--- src/rtl/fetch_unit.sv ---
// fetch_unit: PC sequencer, imem valid/ready request port and decode-side FIFO.
// Define FETCH_ALIGN_CHECK_EN to trap misaligned redirect targets in HALT.
module fetch_unit #(
    parameter int                ADDR_W     = 32,
    parameter int                FIFO_DEPTH = 4,
    parameter logic [ADDR_W-1:0] RESET_PC   = '0
) (
    input  logic              clk,
    input  logic              reset,
    output logic              imem_req_valid,
    input  logic              imem_req_ready,
    output logic [ADDR_W-1:0] imem_req_addr,
    input  logic              imem_resp_valid,
    input  logic [31:0]       imem_resp_data,
    input  logic              redirect_valid,
    input  logic [ADDR_W-1:0] redirect_pc,
    output logic              dec_valid,
    input  logic              dec_ready,
    output logic [31:0]       dec_instr,
    output logic [ADDR_W-1:0] dec_pc,
    output logic              fetch_misalign
);
    localparam int PW = $clog2(FIFO_DEPTH);
    localparam int CW = PW + 1;

    typedef struct packed {
        logic [31:0]       instr;
        logic [ADDR_W-1:0] pc;
    } fetch_entry_t;

`ifdef FETCH_ALIGN_CHECK_EN
    typedef enum logic [1:0] {FETCH, DRAIN, HALT} state_t;
`else
    typedef enum logic {FETCH, DRAIN} state_t;
`endif

    state_t            state_q, state_d;
    logic [ADDR_W-1:0] pc_q, pc_d, tgt;
    logic [CW-1:0]     outst_q, outst_nx, count_q;
    logic [CW-1:0]     discard_q, discard_d;
    logic [PW-1:0]     tag_wr_q, tag_rd_q, wr_q, rd_q;
    logic [ADDR_W-1:0] tag_q [FIFO_DEPTH];
    fetch_entry_t      fifo_q [FIFO_DEPTH];
    logic              accept, resp_ok, push, pop;
    logic              flush, req_space;

`ifdef FETCH_ALIGN_CHECK_EN
    logic misalign_q, misalign_d;
    assign tgt            = redirect_pc;
    assign fetch_misalign = misalign_q;
`else
    assign tgt            = redirect_pc & ~ADDR_W'(3);
    assign fetch_misalign = 1'b0;
`endif

    // Reserve a FIFO slot for every in-flight response before issuing.
    assign req_space = ({1'b0, outst_q} + {1'b0, count_q})
                       < (CW+1)'(FIFO_DEPTH);

    assign imem_req_valid = reset && (state_q == FETCH)
                            && !redirect_valid && req_space;
    assign imem_req_addr  = pc_q;
    assign accept         = imem_req_valid && imem_req_ready;
    assign resp_ok        = imem_resp_valid && (outst_q != '0);
    assign outst_nx       = outst_q - CW'(resp_ok);
    assign push           = resp_ok && (state_q == FETCH) && !redirect_valid;

    assign dec_valid = (count_q != '0);
    assign pop       = dec_valid && dec_ready && !redirect_valid;
    assign dec_instr = dec_valid ? fifo_q[rd_q].instr : '0;
    assign dec_pc    = dec_valid ? fifo_q[rd_q].pc : '0;

    always_comb begin
        state_d   = state_q;
        pc_d      = accept ? pc_q + ADDR_W'(4) : pc_q;
        discard_d = discard_q;
        flush     = 1'b0;
`ifdef FETCH_ALIGN_CHECK_EN
        misalign_d = misalign_q;
`endif
        unique case (state_q)
            FETCH: begin
                if (redirect_valid) begin
                    flush     = 1'b1;
                    pc_d      = tgt;
                    discard_d = outst_nx;
                    state_d   = (outst_nx != '0) ? DRAIN : FETCH;
                end
            end
            DRAIN: begin
                if (resp_ok && discard_q != '0)
                    discard_d = discard_q - CW'(1);
                if (redirect_valid) begin
                    flush = 1'b1;
                    pc_d  = tgt;
                end
                if (discard_d == '0)
                    state_d = FETCH;
            end
            default: ;
        endcase
`ifdef FETCH_ALIGN_CHECK_EN
        if (redirect_valid && (|redirect_pc[1:0]) && state_q != HALT) begin
            flush      = 1'b1;
            pc_d       = pc_q;
            misalign_d = 1'b1;
            state_d    = HALT;
        end
`endif
    end

    always_ff @(posedge clk or negedge reset) begin
        if (!reset) begin
            state_q   <= FETCH;
            pc_q      <= RESET_PC;
            outst_q   <= '0;
            discard_q <= '0;
            count_q   <= '0;
            wr_q      <= '0;
            rd_q      <= '0;
            tag_wr_q  <= '0;
            tag_rd_q  <= '0;
        end else begin
            state_q   <= state_d;
            pc_q      <= pc_d;
            discard_q <= discard_d;
            unique case (1'b1)
                accept && !resp_ok: outst_q <= outst_q + CW'(1);
                resp_ok && !accept: outst_q <= outst_q - CW'(1);
                default: ;
            endcase
            if (flush) begin
                count_q  <= '0;
                wr_q     <= '0;
                rd_q     <= '0;
                tag_wr_q <= '0;
                tag_rd_q <= '0;
            end else begin
                if (accept)
                    tag_wr_q <= tag_wr_q + PW'(1);
                if (push) begin
                    tag_rd_q <= tag_rd_q + PW'(1);
                    wr_q     <= wr_q + PW'(1);
                end
                if (pop)
                    rd_q <= rd_q + PW'(1);
                unique case (1'b1)
                    push && !pop: count_q <= count_q + CW'(1);
                    pop && !push: count_q <= count_q - CW'(1);
                    default: ;
                endcase
            end
        end
    end

    always_ff @(posedge clk) begin
        if (accept)
            tag_q[tag_wr_q] <= pc_q;
        if (push)
            fifo_q[wr_q] <= '{instr: imem_resp_data, pc: tag_q[tag_rd_q]};
    end

`ifdef FETCH_ALIGN_CHECK_EN
    always_ff @(posedge clk or negedge reset) begin
        if (!reset)
            misalign_q <= 1'b0;
        else
            misalign_q <= misalign_d;
    end
`endif

endmodule

--- config.mk ---
export PLATFORM = sky130hd
export DESIGN_NAME = fetch_unit
export DESIGN_NICKNAME = d
export VERILOG_FILES = /design/src/rtl/fetch_unit.sv
export SDC_FILE = /design/constraint.sdc
export NUM_CORES = 1
export LEC_CHECK = 0
export ABC_AREA = 0
export BUFFER_PORTS_ARGS = -buffer_cell sky130_fd_sc_hd__buf_4
export CORE_MARGIN = 3
export CORE_UTILIZATION = 25
export CTS_CLUSTER_SIZE = 28
export DETAILED_ROUTE_END_ITERATION = 6
export PLACE_DENSITY_LB_ADDON = 0.3
export SLEW_MARGIN = 0
export SYNTH_ARGS = -nofsm -noshare
export SYNTH_HDL_FRONTEND = slang
export SYNTH_SLANG_ARGS = --single-unit
--- constraint.sdc ---
create_clock -name clk -period 5.76 [get_ports clk]
set_input_delay 0.576 -clock clk [delete_from_list [all_inputs] [get_ports clk]]
set_output_delay 0.576 -clock clk [all_outputs]
set_load 0.005 [all_outputs]
==> flow_summary.toml <==
[clocking]
ctsHoldBuffers = 0
htree_levels = 2
clk_pin_slew_worst_paths_ns = 0.06
ctsResizeCount = 0
cts_buffers = 47
postCtsSetupRepairBufs = 0
clock_sinks = 416
cts_tree = "yes"
root_buffer = "clkbuf_16"
clock_latency_ns = 0.58
clock_path_buffers = 3

[worst_setup_path]
worst-endpoint-required_ns = 5.18
r2r_cells = 5
r2r_end = "tag_q[3][12]$_DFFE_PP_"
r2r-start = "outst_q[2]$_DFFE_PN0P_"
cp-end-kind = "primary output"
worst_setup_path_start_kind = "flop"
cp_max_fo = 44
rrSetupSlack_ns = 2.72
arrival_ns = 3.13
critPathKind = "reg -> out"

[cells_and_area]
final_area_sq_um = 20500
final_common_cell = "edfxtp_1"
diodes = 0
fin_cells = 1968
drive_gt1_share_pct = 32.7
utilization_pct = 31.1
final_cell_mix = "edfxtp_1, buf_4, mux4_2"
synthToLayoutAreaGrowth_pct = 22.9
nets = 1156

[drt]
via_count = 8622
drt_pass1_iterations = 4
vias_per_cell = 4.38
wl_met2_um = 19700
highest_layer = "met4"
drc_errors = 0
routedWlPerCell_um = 20.5
first_iter_violations = 660
wl_met1_um = 17900
antenna_left = 0
route.met3.wl_um = 1940
wl_um = 40400

[timing]
drv_slew = 0
skew_ns = 0.0184
layout_setup_ws_ns = 2.06
setup_tns_ns = 0
finalCritPeriodShare_pct = 64.3
rsz0062_at_grt = "false"
hold_slack_ns = 0.0181
hold_viol = 0
setup-violations-final = 0
min_period_ns = 3.70
worst_pin_slew_ns = 1.04
max_freq_ghz = 0.270
max_slew_margin_pct = 30.5

[placement]
pre_cts_ws_ns = 2.25
placed_cell_area_sq_um = 18900
dp_hpwl_um = 24700
dpl.cell_count = 1883
io_buffer_count = 161
gp_congestion = 0.715

[yosys]
ys.flop_type = "edfxtp_1"
synth_adder_area_share_pct = 1.44
synth_edf_count = 368
seq_area_frac_synth_pct = 73.5
synth-compound-area-share_pct = 2.42
synthMuxAreaShare_pct = 12.7
yosys.area_share.xor_xnor_pct = 0.998
synthCells = 887
synth_seq_cells = 416
synthArstFlopShare_pct = 11.5
yosys_warnings = 0
ys_types = 50
synth_simple_gate_area_share_pct = 7.17
synth_top_family_by_area = "multiplexers"
synth_area_per_cell_sq_um = 18.8
syn_area_sq_um = 16700

[power_and_ir_drop]
switching_share_pct = 26.6
p_int_mw = 6.42
seqPwrFrac_pct = 43.4
pwr-share-comb_pct = 20.9
p_total_mw = 8.75
p_leak_nw = 6.93
p_sw_mw = 2.33
power.density_nw_per_um2 = 427
power.share.clock_pct = 35.8
ir_drop_v = 0.000265

[floorplanning]
die_h_um = 264
core_sq_um = 66000
dieArea_sq_um = 69800
ios = 169
initial_core_util_pct = 25.3
fp.dieW_um = 264
row_count = 94

[outcome]
status = "completed"

[grt]
antenna_found_initial = 0
grt_start_max_net_pins = 71
grt_pass1_vias = 8936
grt.overflow.total = 0
grtUsageTotal_pct = 11.5
grt_pass1_wl_um = 60000

[job]
drv_cap = 0

[min_path]
min_path_type = "in -> async"
==> worst max-delay path by stage <==
stage	from	endpoint	slack [ns]	cells after the start
6_report	rd_q[0]$_DFFE_PN0P_	dec_instr[18]	2.06	4
5_1_grt	rd_q[0]$_DFFE_PN0P_	dec_instr[11]	1.77	4
2_1_floorplan	redirect_valid	fifo_q[0][10]$_DFFE_PP_	2.68	4
4_1_cts	rd_q[0]$_DFFE_PN0P_	dec_instr[24]	1.87	4
3_3_place_gp	reset	tag_q[3][17]$_DFFE_PP_	2.26	5
3_5_place_dp	reset	tag_q[3][24]$_DFFE_PP_	2.25	5
==> registers in the layout, summed over array words and instances, names as in the netlist <==
signal,flops
fifo_q,248
discard_q,3
tag_q,120
count_q,3
outst_q,3
imem_req_addr,30
wr_q,2
state_q,1
tag_rd_q,2
tag_wr_q,2
rd_q,2
==> cell families after synthesis <==
kind of cell | Yosys count
flops | 416
simple gates | 212
mux | 97
buf+inv | 63
compound gates | 61
xor+xnor | 19
fa+ha+maj | 18
other cells | 1
==> metal layers <==
metal / GRT usage (%) / vias to the layer above
met5: 0 / -
met1: 15.4 / 4496
met4: 3.61 / 0
met3: 2.43 / 48
met2: 18.8 / 205
li1: - / 3873
==> power by group through the flow <==
stage,clock (mW),sequential [mW],combinational [mW]
after CTS,3.24,3.81,1.91
after detailed placement,0,3.87,1.90
after global placement,0,3.86,1.89
after floorplan,0,3.67,1.16
final,3.13,3.79,1.82
after global routing,3.36,3.84,2.02
==> synth_stat cells (6+ instances only) <==
library cell | instances | area, sq um
inv_1 | 16 | 60.1
and2_1 | 71 | 444
or3_1 | 7 | 43.8
mux4_2 | 92 | 2070
nand4_1 | 11 | 68.8
clkbuf_1 | 23 | 86.3
o21ai_1 | 10 | 50.1
buf_2 | 12 | 60.1
and4_1 | 6 | 52.6
xor2_1 | 11 | 96.3
nand3_1 | 19 | 95.1
dfrtp_1 | 48 | 1200
and3_1 | 7 | 43.8
nor2b_1 | 7 | 43.8
o211ai_1 | 9 | 67.6
xnor2_1 | 8 | 70.1
ha_1 | 16 | 200
nor2_1 | 19 | 71.3
a21oi_1 | 8 | 40.0
edfxtp_1 | 368 | 11100
o21ai_0 | 18 | 90.1
nand2_1 | 44 | 165
==> final cells by class <==
| type | instances | area [sq um] |
|---|---|---|
| Clock inverter | 29 | 374 |
| Clock buffer | 56 | 1250 |
| Inverter | 17 | 66.3 |
| Sequential cell | 416 | 12300 |
| Multi-Input combinational cell | 412 | 4160 |
| Timing Repair Buffer | 174 | 1310 |
| Tap cell | 864 | 1080 |
| Fill cell | 6443 | 45500 |
==> worst max-delay path, stage by stage, from the launching register on <==
cell and delay [ns]:
dfrtp_4 1.11, buf_4 0.54, mux4_2 0.55, and2_1 0.18
buf_4 0.14
Note: power is estimated with default switching activity, not from simulation.
